[src/rtl/spi_master.sv]
// SPI master: single-byte full-duplex transfer, all four CPOL/CPHA modes,
// LSB first, SPI_clk half-period of CLK_DIV system clocks.
// Optional receive path enabled by defining SPI_MASTER_RX_EN; without it
// R_Data reads 0x00 while R_Valid still marks the end of each transfer.
module spi_master #(
    parameter int CLK_DIV = 2
) (
    input  logic       CLK,
    input  logic       Reset,
    input  logic       Start,
    input  logic [7:0] T_Data,
    input  logic       T_Ready,
    input  logic       CPOL,
    input  logic       CPHA,
    input  logic       MISO,
    output logic       MOSI,
    output logic       SPI_clk,
    output logic       SS_n,
    output logic       Busy,
    output logic [7:0] R_Data,
    output logic       R_Valid
);

    typedef enum logic [1:0] {
        IDLE,
        SETUP,
        XFER,
        DONE
    } state_t;

    localparam logic [7:0] DIV_LAST = 8'(CLK_DIV - 1);

    state_t     r_state;
    state_t     w_next;
    logic [7:0] r_hold;
    logic [7:0] r_tx_sh;
    logic [7:0] r_div;
    logic [4:0] r_edge_cnt;
    logic       r_sclk;
    logic       r_mosi;
    logic       r_ss_n;
    logic       r_rvalid;
    logic       r_cpol;
    logic       r_cpha;

    logic       w_half_end;
    logic       w_last;
    logic       w_edge;
    logic       w_leading;
    logic       w_sample;
    logic       w_shift;
    logic       w_done_entry;

    // SETUP ends with the first SPI_clk edge; XFER then makes the other 15
    // edges and spends one final half-period at the idle level before DONE.
    assign w_half_end   = (r_div == DIV_LAST);
    assign w_last       = (r_edge_cnt == 5'd16);
    assign w_edge       = w_half_end &&
                          ((r_state == SETUP) || ((r_state == XFER) && !w_last));
    assign w_leading    = (r_sclk == r_cpol);
    assign w_sample     = w_edge && (w_leading != r_cpha);
    assign w_shift      = w_edge && (w_leading == r_cpha);
    assign w_done_entry = (r_state == XFER) && w_half_end && w_last;

    // State register
    always_ff @(posedge CLK) begin
        if (!Reset) r_state <= IDLE;
        else        r_state <= w_next;
    end

    // Next-state logic
    always_comb begin
        w_next = r_state;
        unique case (r_state)
            IDLE:  if (!Start) w_next = SETUP;
            SETUP: if (w_half_end) w_next = XFER;
            XFER:  if (w_half_end && w_last) w_next = DONE;
            DONE:  if (Start) w_next = IDLE;
            default: w_next = IDLE;
        endcase
    end

    // Transmit holding register: loaded only while idle, survives reset
    always_ff @(posedge CLK) begin
        if (Reset && T_Ready && (r_state == IDLE)) r_hold <= T_Data;
    end

    // Clock divider, edge counter, serial clock, MOSI shifter and strobes
    always_ff @(posedge CLK) begin
        if (!Reset) begin
            r_div      <= '0;
            r_edge_cnt <= '0;
            r_sclk     <= CPOL;
            r_mosi     <= 1'b0;
            r_ss_n     <= 1'b1;
            r_rvalid   <= 1'b0;
            r_cpol     <= CPOL;
            r_cpha     <= CPHA;
            r_tx_sh    <= '0;
        end else begin
            r_rvalid <= 1'b0;
            unique case (r_state)
                IDLE: begin
                    r_mosi <= 1'b0;
                    if (!Start) begin
                        r_tx_sh    <= r_hold;
                        r_mosi     <= r_hold[0];
                        r_ss_n     <= 1'b0;
                        r_cpol     <= CPOL;
                        r_cpha     <= CPHA;
                        r_sclk     <= CPOL;
                        r_div      <= '0;
                        r_edge_cnt <= '0;
                    end
                end
                SETUP, XFER: begin
                    if (w_half_end) r_div <= '0;
                    else            r_div <= r_div + 8'd1;
                    if (w_edge) begin
                        r_sclk     <= ~r_sclk;
                        r_edge_cnt <= r_edge_cnt + 5'd1;
                        // CPHA=0 already shows bit 0, so trailing edges fetch
                        // the next bit; CPHA=1 drives the current bit.
                        if (w_shift) begin
                            r_mosi  <= r_cpha ? r_tx_sh[0] : r_tx_sh[1];
                            r_tx_sh <= {1'b0, r_tx_sh[7:1]};
                        end
                    end
                    if (w_done_entry) begin
                        r_ss_n   <= 1'b1;
                        r_mosi   <= 1'b0;
                        r_rvalid <= 1'b1;
                        r_sclk   <= r_cpol;
                    end
                end
                DONE: r_mosi <= 1'b0;
                default: r_mosi <= 1'b0;
            endcase
        end
    end

`ifdef SPI_MASTER_RX_EN
    logic [7:0] r_rx_sh;
    logic [7:0] r_rdata;

    // Receive shifter (LSB first) and result register
    always_ff @(posedge CLK) begin
        if (!Reset) begin
            r_rx_sh <= '0;
            r_rdata <= '0;
        end else begin
            if (w_sample)     r_rx_sh <= {MISO, r_rx_sh[7:1]};
            if (w_done_entry) r_rdata <= r_rx_sh;
        end
    end

    assign R_Data = r_rdata;
`else
    logic w_unused;
    assign w_unused = ^{MISO, w_sample};
    assign R_Data   = '0;
`endif

    assign MOSI    = r_mosi;
    assign SS_n    = r_ss_n;
    assign Busy    = (r_state != IDLE);
    assign R_Valid = r_rvalid;
    assign SPI_clk = ((r_state == IDLE) || (r_state == DONE)) ? CPOL : r_sclk;

endmodule

[config.mk]
export PLATFORM = sky130hd
export DESIGN_NAME = spi_master
export DESIGN_NICKNAME = d
export VERILOG_FILES = /design/src/rtl/spi_master.sv
export SDC_FILE = /design/constraint.sdc
export NUM_CORES = 1
export LEC_CHECK = 0
export CORE_AREA = 2 2 58 60
export CTS_CLUSTER_SIZE = 24
export DETAILED_ROUTE_END_ITERATION = 7
export DIE_AREA = 0 0 60 62
export DONT_BUFFER_PORTS = 1
export GPL_TIMING_DRIVEN = 0
export PLACE_DENSITY_LB_ADDON = 0.05
export SLEW_MARGIN = 20
export SYNTH_ARGS = -nofsm -noshare
export SYNTH_HDL_FRONTEND = slang
export SYNTH_SLANG_ARGS = --single-unit
[constraint.sdc]
create_clock -name CLK -period 4.7 [get_ports CLK]
set_input_delay 0.94 -clock CLK [delete_from_list [all_inputs] [get_ports CLK]]
set_output_delay 0.94 -clock CLK [all_outputs]
set_load 0.01 [all_outputs]
# ---- After elaboration in Yosys (flattened, before gate mapping)
# Cells that the tools add are included.
# W data, S select, Z words.
dict set report totals {
  out_inout_bits 13
  regBits 37
  in_bits 15
  word_cells 95
}
dict set report op_classes {
  add_sub_neg 2
  reduce_logical 24
  bitwise_logic 1
  n_eq_ne 21
  mux 36
}
# op n
set op_table {}
lappend op_table {{$mux W8} 5}
lappend op_table {{$pmux W8 S2} 2}
lappend op_table {{$mux W1} 18}
lappend op_table {{$ne A2 B2 Y1 const B} 7}
lappend op_table {{$mux W5} 2}
lappend op_table {{$pmux W5 S2} 1}
lappend op_table {{$ne A3 B3 Y1 const B} 3}
lappend op_table {{$reduce_and A3 Y1} 3}
lappend op_table {{$add A8 B1 Y8 const B} 1}
lappend op_table {{$eq A8 B1 Y1 const B} 1}
lappend op_table {{$logic_and A1 B1 Y1} 8}
lappend op_table {{$mux W2} 4}
lappend op_table {{$pmux W2 S4} 1}
lappend op_table {{$reduce_and A2 Y1} 4}
lappend op_table {{$reduce_and A4 Y1} 2}
lappend op_table {{$add A5 B1 Y5 const B} 1}
lappend op_table {{$eq A5 B5 Y1 const B} 1}
lappend op_table {{$eq A2 B2 Y1 const B} 2}
lappend op_table {{$ne A2 B1 Y1 const B} 2}
lappend op_table {{$ne A4 B4 Y1 const B} 1}
lappend op_table {{$pmux W1 S2} 2}
lappend op_table {{$reduce_bool A2 Y1} 2}
lappend op_table {{$ne A3 B1 Y1 const B} 1}
lappend op_table {{$pmux W1 S3} 1}
lappend op_table {{7 further kinds} 9}

# ---- Longest topological paths before layout
# Gate-level depths: netlist of run 1.
dict set report depth {
  depth_word 10
  mapped_depth 8
}

# ---- Worst setup path before layout of run 1
# Ideal clock, no wire load.
dict set report synth_path {
  path_kind {register -> output}
  from {register r_state[1]}
  to {output port SPI_clk}
  path_stages_with_launch 6
  t_arrival_ns 1.862
  setup_slack_ns 1.898
  path_buffers 2
  required_ns 3.760
  cell_sequence {dfxtp_1 -> inv_1 -> ha_1 -> clkbuf_1 -> clkbuf_1 -> mux2_2}
}
dict set report synth_between {
  elab_chain_len 3
  elab_cells_between_ends 4
}
# item line_no
set synth_lines {}
lappend synth_lines {{start: declaration} 33} ;# state_t r_state;
lappend synth_lines {{start signal: assignment} 68} ;# else r_state <= w_next;
lappend synth_lines {{$eq A2 B2 Y1 / $logic_not A2 Y1 (equally long branches)} 168} ;# assign SPI_clk = ((r_state == IDLE) || (r_state == DONE)) ? CPOL : r_sclk;
lappend synth_lines {{$logic_or A1 B1 Y1 *} 168}
lappend synth_lines {{$mux W1 *} 168}
lappend synth_lines {{end: declaration} 17} ;# output logic SPI_clk,
# Mark *: on every way between the ends. The rest lies on a longest branch, timed or not.

# ---- Final worst setup path of run 1
# Ends and elaborated chain as after synthesis.

==> impl_metrics.toml, run 1 <==
[timing]
skew_ps = 15.7
layout_setup_ws_ps = 1200
timing.hold.ws_ps = 477
grt_setup_unrepaired = "no"
post-route-period-util = 0.744
relSlewSlack = 0.507
slew_viol_final = 0
finalCriticalPeriod_ps = 3500
setup_violations = 0
tightest_slew_ps = 734
hold_violations = 0
finalSetupTns_ps = 0
fmax_mhz = 286

[worst_hold_path]
hold_end = "r_tx_sh[7]"
hold_start = "r_tx_sh[7]"
hold_class = "reg -> reg"
whs_path_depth = 2

[final_layout]
num-fill-cells = 250
n_antenna_cell = 0
final_cells = 262
final_common_cell = "dfxtp_1"
num-nets-final = 238
syn_to_final_growth_pct = 6.99
final_cell_mix = "26 x dfxtp_1, 22 x nor2_1, 15 x a21oi_1, 12 x nand2_1, 12 x o21ai_0"
drive_gt1_frac = 0.111

[flow_run]
cap_viol_max_count = 0

[grt]
use_met3 = 0.0559
grt_pass1_vias = 1434
antenna_found_initial = 0
grtUsageMet1 = 0.292
met2_usage = 0.371
grt_pass1_wl_microns = 6350
grt_overflow_total = 0
grt_util_all_layers = 0.230
busiest_layer = "met2"
grt_max_degree = 12

[detailed_routing]
wl_per_cell_microns = 13.9
first_pass_iters = 4
first_iter_violations = 101
viasPerCell = 5.65
wirelength_microns = 3630
drtAntennaViolNets = 0
vias = 1480
drc = 0

[clock_network]
root_buffer = "clkbuf_4"
cts_resized = 0
clk_latency_ps = 340
cts_setup_buffers = 0
path_clk_slew_ps = 110
numClockSinks = 37
holdBufCountCts = 0
numCtsBuffers = 5
cts_tree = "done"
clockBufferDepth = 2
cts_max_level = 2

[placement]
finalWeightedCongestion = 0.894
dp.cells = 254
dp_hpwl_microns = 2680
port_buffers = 0
dpl_worst_slack_ps = 1600

[critical_path]
rr_startpoint = "r_state[0]"
cp_max_fo = 10
r2r-end = "r_edge_cnt[2]"
r2r_cells = 8
crit_path_top_delay_cell = "clkbuf_1"
cp.required_ps = 3760
crit_chain = "inv_1 -> ha_1 -> clkbuf_1 -> clkbuf_1 -> mux2_2"
crit_path_end_kind = "output port"
slowest_delay_ps = 590
arrival_ps = 2560
rrSetupSlack_ps = 2250
crit_top_cell = "clkbuf_1"
path_class = "reg -> out"
crit_path_start_kind = "register"

[logic_synthesis]
seq_area_frac_synth = 0.444
synth.distinct_cells = 47
yosysWarningCount = 0
synth_top_cell_by_area = "dfxtp_1"
postSynthCellCount = 201
avgSynthCellArea_sq_um = 9.52
synth-edff-count = 11
ys_ff_latch = 37
async_reset_ff_frac = 0
synth_top_flop_cell = "dfxtp_1"
syn_area_sq_um = 1910
synth_top_area_share = 0.272
ys_top_cells_by_area = "dfxtp_1 27%, edfxtp_1 17%, ha_1 5.2%"

[run_status]
outcome = "finished, final reports clean"

[pwr]
p_switching_uw = 554
internal_power_uw = 700
power_density_nw_per_um2 = 612
p_leak_nw = 0.756
p_seq_frac = 0.352
ir_worst_vdd_uv = 369
combPwrFrac = 0.524
power_frac_clock = 0.124
p_sw_frac = 0.442

[floorplan]
core_sq_um = 3180
initial_utilization = 0.602
die_height_microns = 62
die_w_microns = 60
ios = 28
rows = 21
dieArea_sq_um = 3720
==> registers in the layout, indices dropped and copies added (netlist names) <==
register,flops
r_tx_sh,8
R_Valid,1
r_div,8
r_hold,8
r_state,2
r_cpha,1
r_cpol,1
SS_n,1
r_sclk,1
MOSI,1
r_edge_cnt,5
==> power by group through the flow <==
stage	Combinational [mW]	Sequential, mW	Clock (mW)
2_1_floorplan	0.525	0.437	0
3_3_place_gp	0.627	0.445	0
3_5_place_dp	0.644	0.449	0
4_1_cts	0.649	0.441	0.161
5_1_grt	0.740	0.449	0.175
6_report	0.657	0.442	0.156
==> layout make-up <==
type | instances | area [sq um] | share of cell area
plain buffers | 14 | 85.1 | 0.0415
multi-input cells | 148 | 971 | 0.474
well taps | 46 | 57.6 | 0.0281
clock buffers | 7 | 45.0 | 0.0220
flip-flops and latches | 37 | 851 | 0.415
inverters | 9 | 33.8 | 0.0165
clock inverters | 1 | 5.00 | 0.00244
==> how the worst max path moves through the flow <==
stage               start       to  slack (ps)  cells after the start
6_report       r_state[1]  SPI_clk        1200                      5
3_3_place_gp   r_state[1]  SPI_clk        1630                      5
3_5_place_dp   r_state[1]  SPI_clk        1600                      5
5_1_grt        r_state[1]  SPI_clk        1050                      5
4_1_cts        r_state[1]  SPI_clk        1210                      5
2_1_floorplan  r_state[1]  SPI_clk        1900                      5
==> per-layer routing <==
metal	wire [microns]	part of all wire
met5	0	0
met4	44	0.012
met3	188	0.052
met2	1720	0.47
met1	1680	0.46
==> cell usage after synthesis, types with 3 or more instances <==
| cell | n |
|---|---|
| buf_4 | 8 |
| nor2_1 | 22 |
| edfxtp_1 | 11 |
| mux2i_1 | 8 |
| nand3_1 | 7 |
| dfxtp_1 | 26 |
| and3_1 | 4 |
| a211oi_1 | 8 |
| ha_1 | 8 |
| nor3b_1 | 3 |
| clkbuf_1 | 4 |
| o21ai_0 | 12 |
| inv_1 | 8 |
| or3_1 | 5 |
| a21oi_1 | 15 |
| nor3_1 | 3 |
| nand2_1 | 12 |
==> logic make-up (layout without fill, tap and decap cells) <==
kind of cell	count (synthesis)	in the layout	share of synthesized area
mux	10	10	0.0536
fa+ha+maj	8	8	0.0523
flops	37	37	0.444
simple gates	67	67	0.189
compound gates	53	53	0.188
buf+inv	23	31	0.0621
other cells	1	8	0.00196
xor+xnor	2	2	0.00915
==> per-stage QoR <==
| step | area (sq um) | power, mW | utilization |
|---|---|---|---|
| global route | 2050 | 1.36 | 0.644 |
| finish | 2050 | 1.25 | 0.644 |
| CTS | 2050 | 1.25 | 0.644 |
| global placement | 2000 | 1.07 | 0.628 |
| detailed placement | 2000 | 1.09 | 0.628 |
| floorplan | 1940 | 0.962 | - |
==> critical path: cells and delay by family (launching register included) <==
kind / cells / cell delay, ps
flip-flops: 1 / 400
adder cells (fa/ha/maj): 1 / 310
buffers and inverters: 3 / 1060
multiplexers: 1 / 440
(Power assumes the default switching activity.)
==> inputs of run 2 (changes only) <==
Settings changed: CORE_AREA 2 2 58 60 to 2 2 62 64, DIE_AREA 0 0 60 62 to 0 0 64 66.
Clock period 4.7 ns to 3 ns, I/O delays scaled along.
==> run 2 against run 1 <==
Hold slack got worse by 140 ps. Clock skew decreased by 6.3 ps. Cell count increased by 0.38%. Via count decreased by 0.61%. Global-route usage decreased by 3.6 points. Clock-buffer cell count decreased by 2. Combinational power increased by 55%. Core utilization decreased by 5.8 points. Register-to-register slack got worse by 1800 ps. First-iteration DRC count decreased by 4.0%.
==> impl_metrics.toml, run 2 (synthesis results as in run 1) <==
[pwr]
p_sw_frac = 0.427
p_seq_frac = 0.334
internal_power_mw = 1.18
power_frac_clock = 0.169
p_switching_uw = 882
power_density_nw_per_um2 = 992
combPwrFrac = 0.496
p_leak_nw = 0.770
ir_worst_vdd_uv = 499

[critical_path]
path_depth = 4
r2r-end = "r_edge_cnt[2]"
crit_start = "r_state[1]"
cp.required_ps = 2400
crit_path_start_kind = "register"
path_class = "reg -> out"
path_buf_inv = 2
r2r_cells = 7
slowest_delay_ps = 520
crit_path_end = "SPI_clk"
rrSetupSlack_ps = 470
path_delay_family = "adder cells"
crit_path_end_kind = "output port"
cp_max_fo = 12
arrival_ps = 2120
rr_startpoint = "r_state[1]"
crit_chain = "inv_1 -> ha_1 -> clkbuf_2 -> mux2_2"
crit_path_top_delay_cell = "ha_1"

[detailed_routing]
met3_length_microns = 294
drc = 0
route.met2.wl_microns = 1620
vias = 1471
wirelength_microns = 3620
drtAntennaViolNets = 0
first_pass_iters = 4
route.layer.met1.wl_microns = 1630
first_iter_violations = 97
top_layer = "met4"
viasPerCell = 5.59
wl_per_cell_microns = 13.8

[grt]
grt_pass1_wl_microns = 6330
grt_util_all_layers = 0.194
grt_pass1_vias = 1396
grt_max_degree = 14
antenna_found_initial = 0
grt_overflow_total = 0

[floorplan]
initial_utilization = 0.539
die_w_microns = 64
dieArea_sq_um = 4220
die_height_microns = 66
rows = 22
core_sq_um = 3550
ios = 28

[final_layout]
final_cell_mix = "26 x dfxtp_1, 22 x nor2_1, 15 x a21oi_1, 12 x nand2_1, 12 x o21ai_0"
num-nets-final = 237
num-fill-cells = 316
final_common_cell = "dfxtp_1"
syn_to_final_growth_pct = 8.76
final_cells = 263
drive_gt1_frac = 0.126
top_regs = "r_div x8, r_hold x8, r_tx_sh x8"
n_antenna_cell = 0

[timing]
grt_setup_unrepaired = "no"
finalCriticalPeriod_ps = 2720
hold_violations = 0
relSlewSlack = 0.545
finalSetupTns_ps = 0
skew_ps = 9.39
fmax_mhz = 367
tightest_slew_ps = 679
setup_violations = 0
slew_viol_final = 0
post-route-period-util = 0.908

[clock_network]
root_buffer = "clkbuf_4"
numCtsBuffers = 5
cts_setup_buffers = 0
path_clk_slew_ps = 120
clk_latency_ps = 340
cts_max_level = 2
numClockSinks = 37
cts_tree = "done"
clockBufferDepth = 2

[placement]
finalWeightedCongestion = 0.952
dp_hpwl_microns = 2760
port_buffers = 0
dp.cells = 256

[worst_hold_path]
hold_class = "in -> reg"
hold_start = "T_Data[7]"
whs_path_depth = 0

[run_status]
outcome = "finished, final reports clean"

[flow_run]
cap_viol_max_count = 0
## run 2: power by group through the flow
stage          clock network (mW)  registers, mW  logic [mW]
6_report                    0.350          0.691        1.02
5_1_grt                     0.379          0.703        1.16
4_1_cts                     0.360          0.692        1.03
3_5_place_dp                    0          0.704        1.02
3_3_place_gp                    0          0.699       0.993
2_1_floorplan                   0          0.685       0.822
## run 2: how the worst min path moves through the flow
stage / to / slack, ps
6_report: r_hold[7] / 340
5_1_grt: r_hold[0] / 310
4_1_cts: r_hold[7] / 320
3_5_place_dp: r_tx_sh[7] / 460
3_3_place_gp: r_tx_sh[7] / 450
2_1_floorplan: r_tx_sh[7] / 440
## run 2: metal layers
layer  up-vias  global-route usage
met2        55               0.306
li1        748                   -
met3         9              0.0596
met1       659               0.248
met4         0              0.0761
met5         -                   0
## run 2: cell type report
type | count | area, sq um | area share
buffer | 13 | 82.6 | 0.0397
tap | 48 | 60.1 | 0.0288
clock inverter | 3 | 46.3 | 0.0222
clock buffer | 5 | 37.5 | 0.0180
multi-input combinational | 148 | 971 | 0.466
inverter | 9 | 33.8 | 0.0162
sequential | 37 | 851 | 0.409
## run 2: timing repair
| item | CTS | global route |
|---|---|---|
| gates resized for setup | 1 | 0 |
| hold buffers | 0 | 0 |
| endpoints found under the setup margin | 1 | 1 |
## run 2: metrics by stage
step	power, mW	hold slack (ps)	setup slack, ps	utilization	area (sq um)
global placement	1.69	454	270	0.563	2000
global route	2.24	313	131	0.586	2080
finish	2.07	340	276	0.586	2080
CTS	2.08	324	69.3	0.587	2090
detailed placement	1.73	458	252	0.563	2000
floorplan	1.51	436	538	-	1940
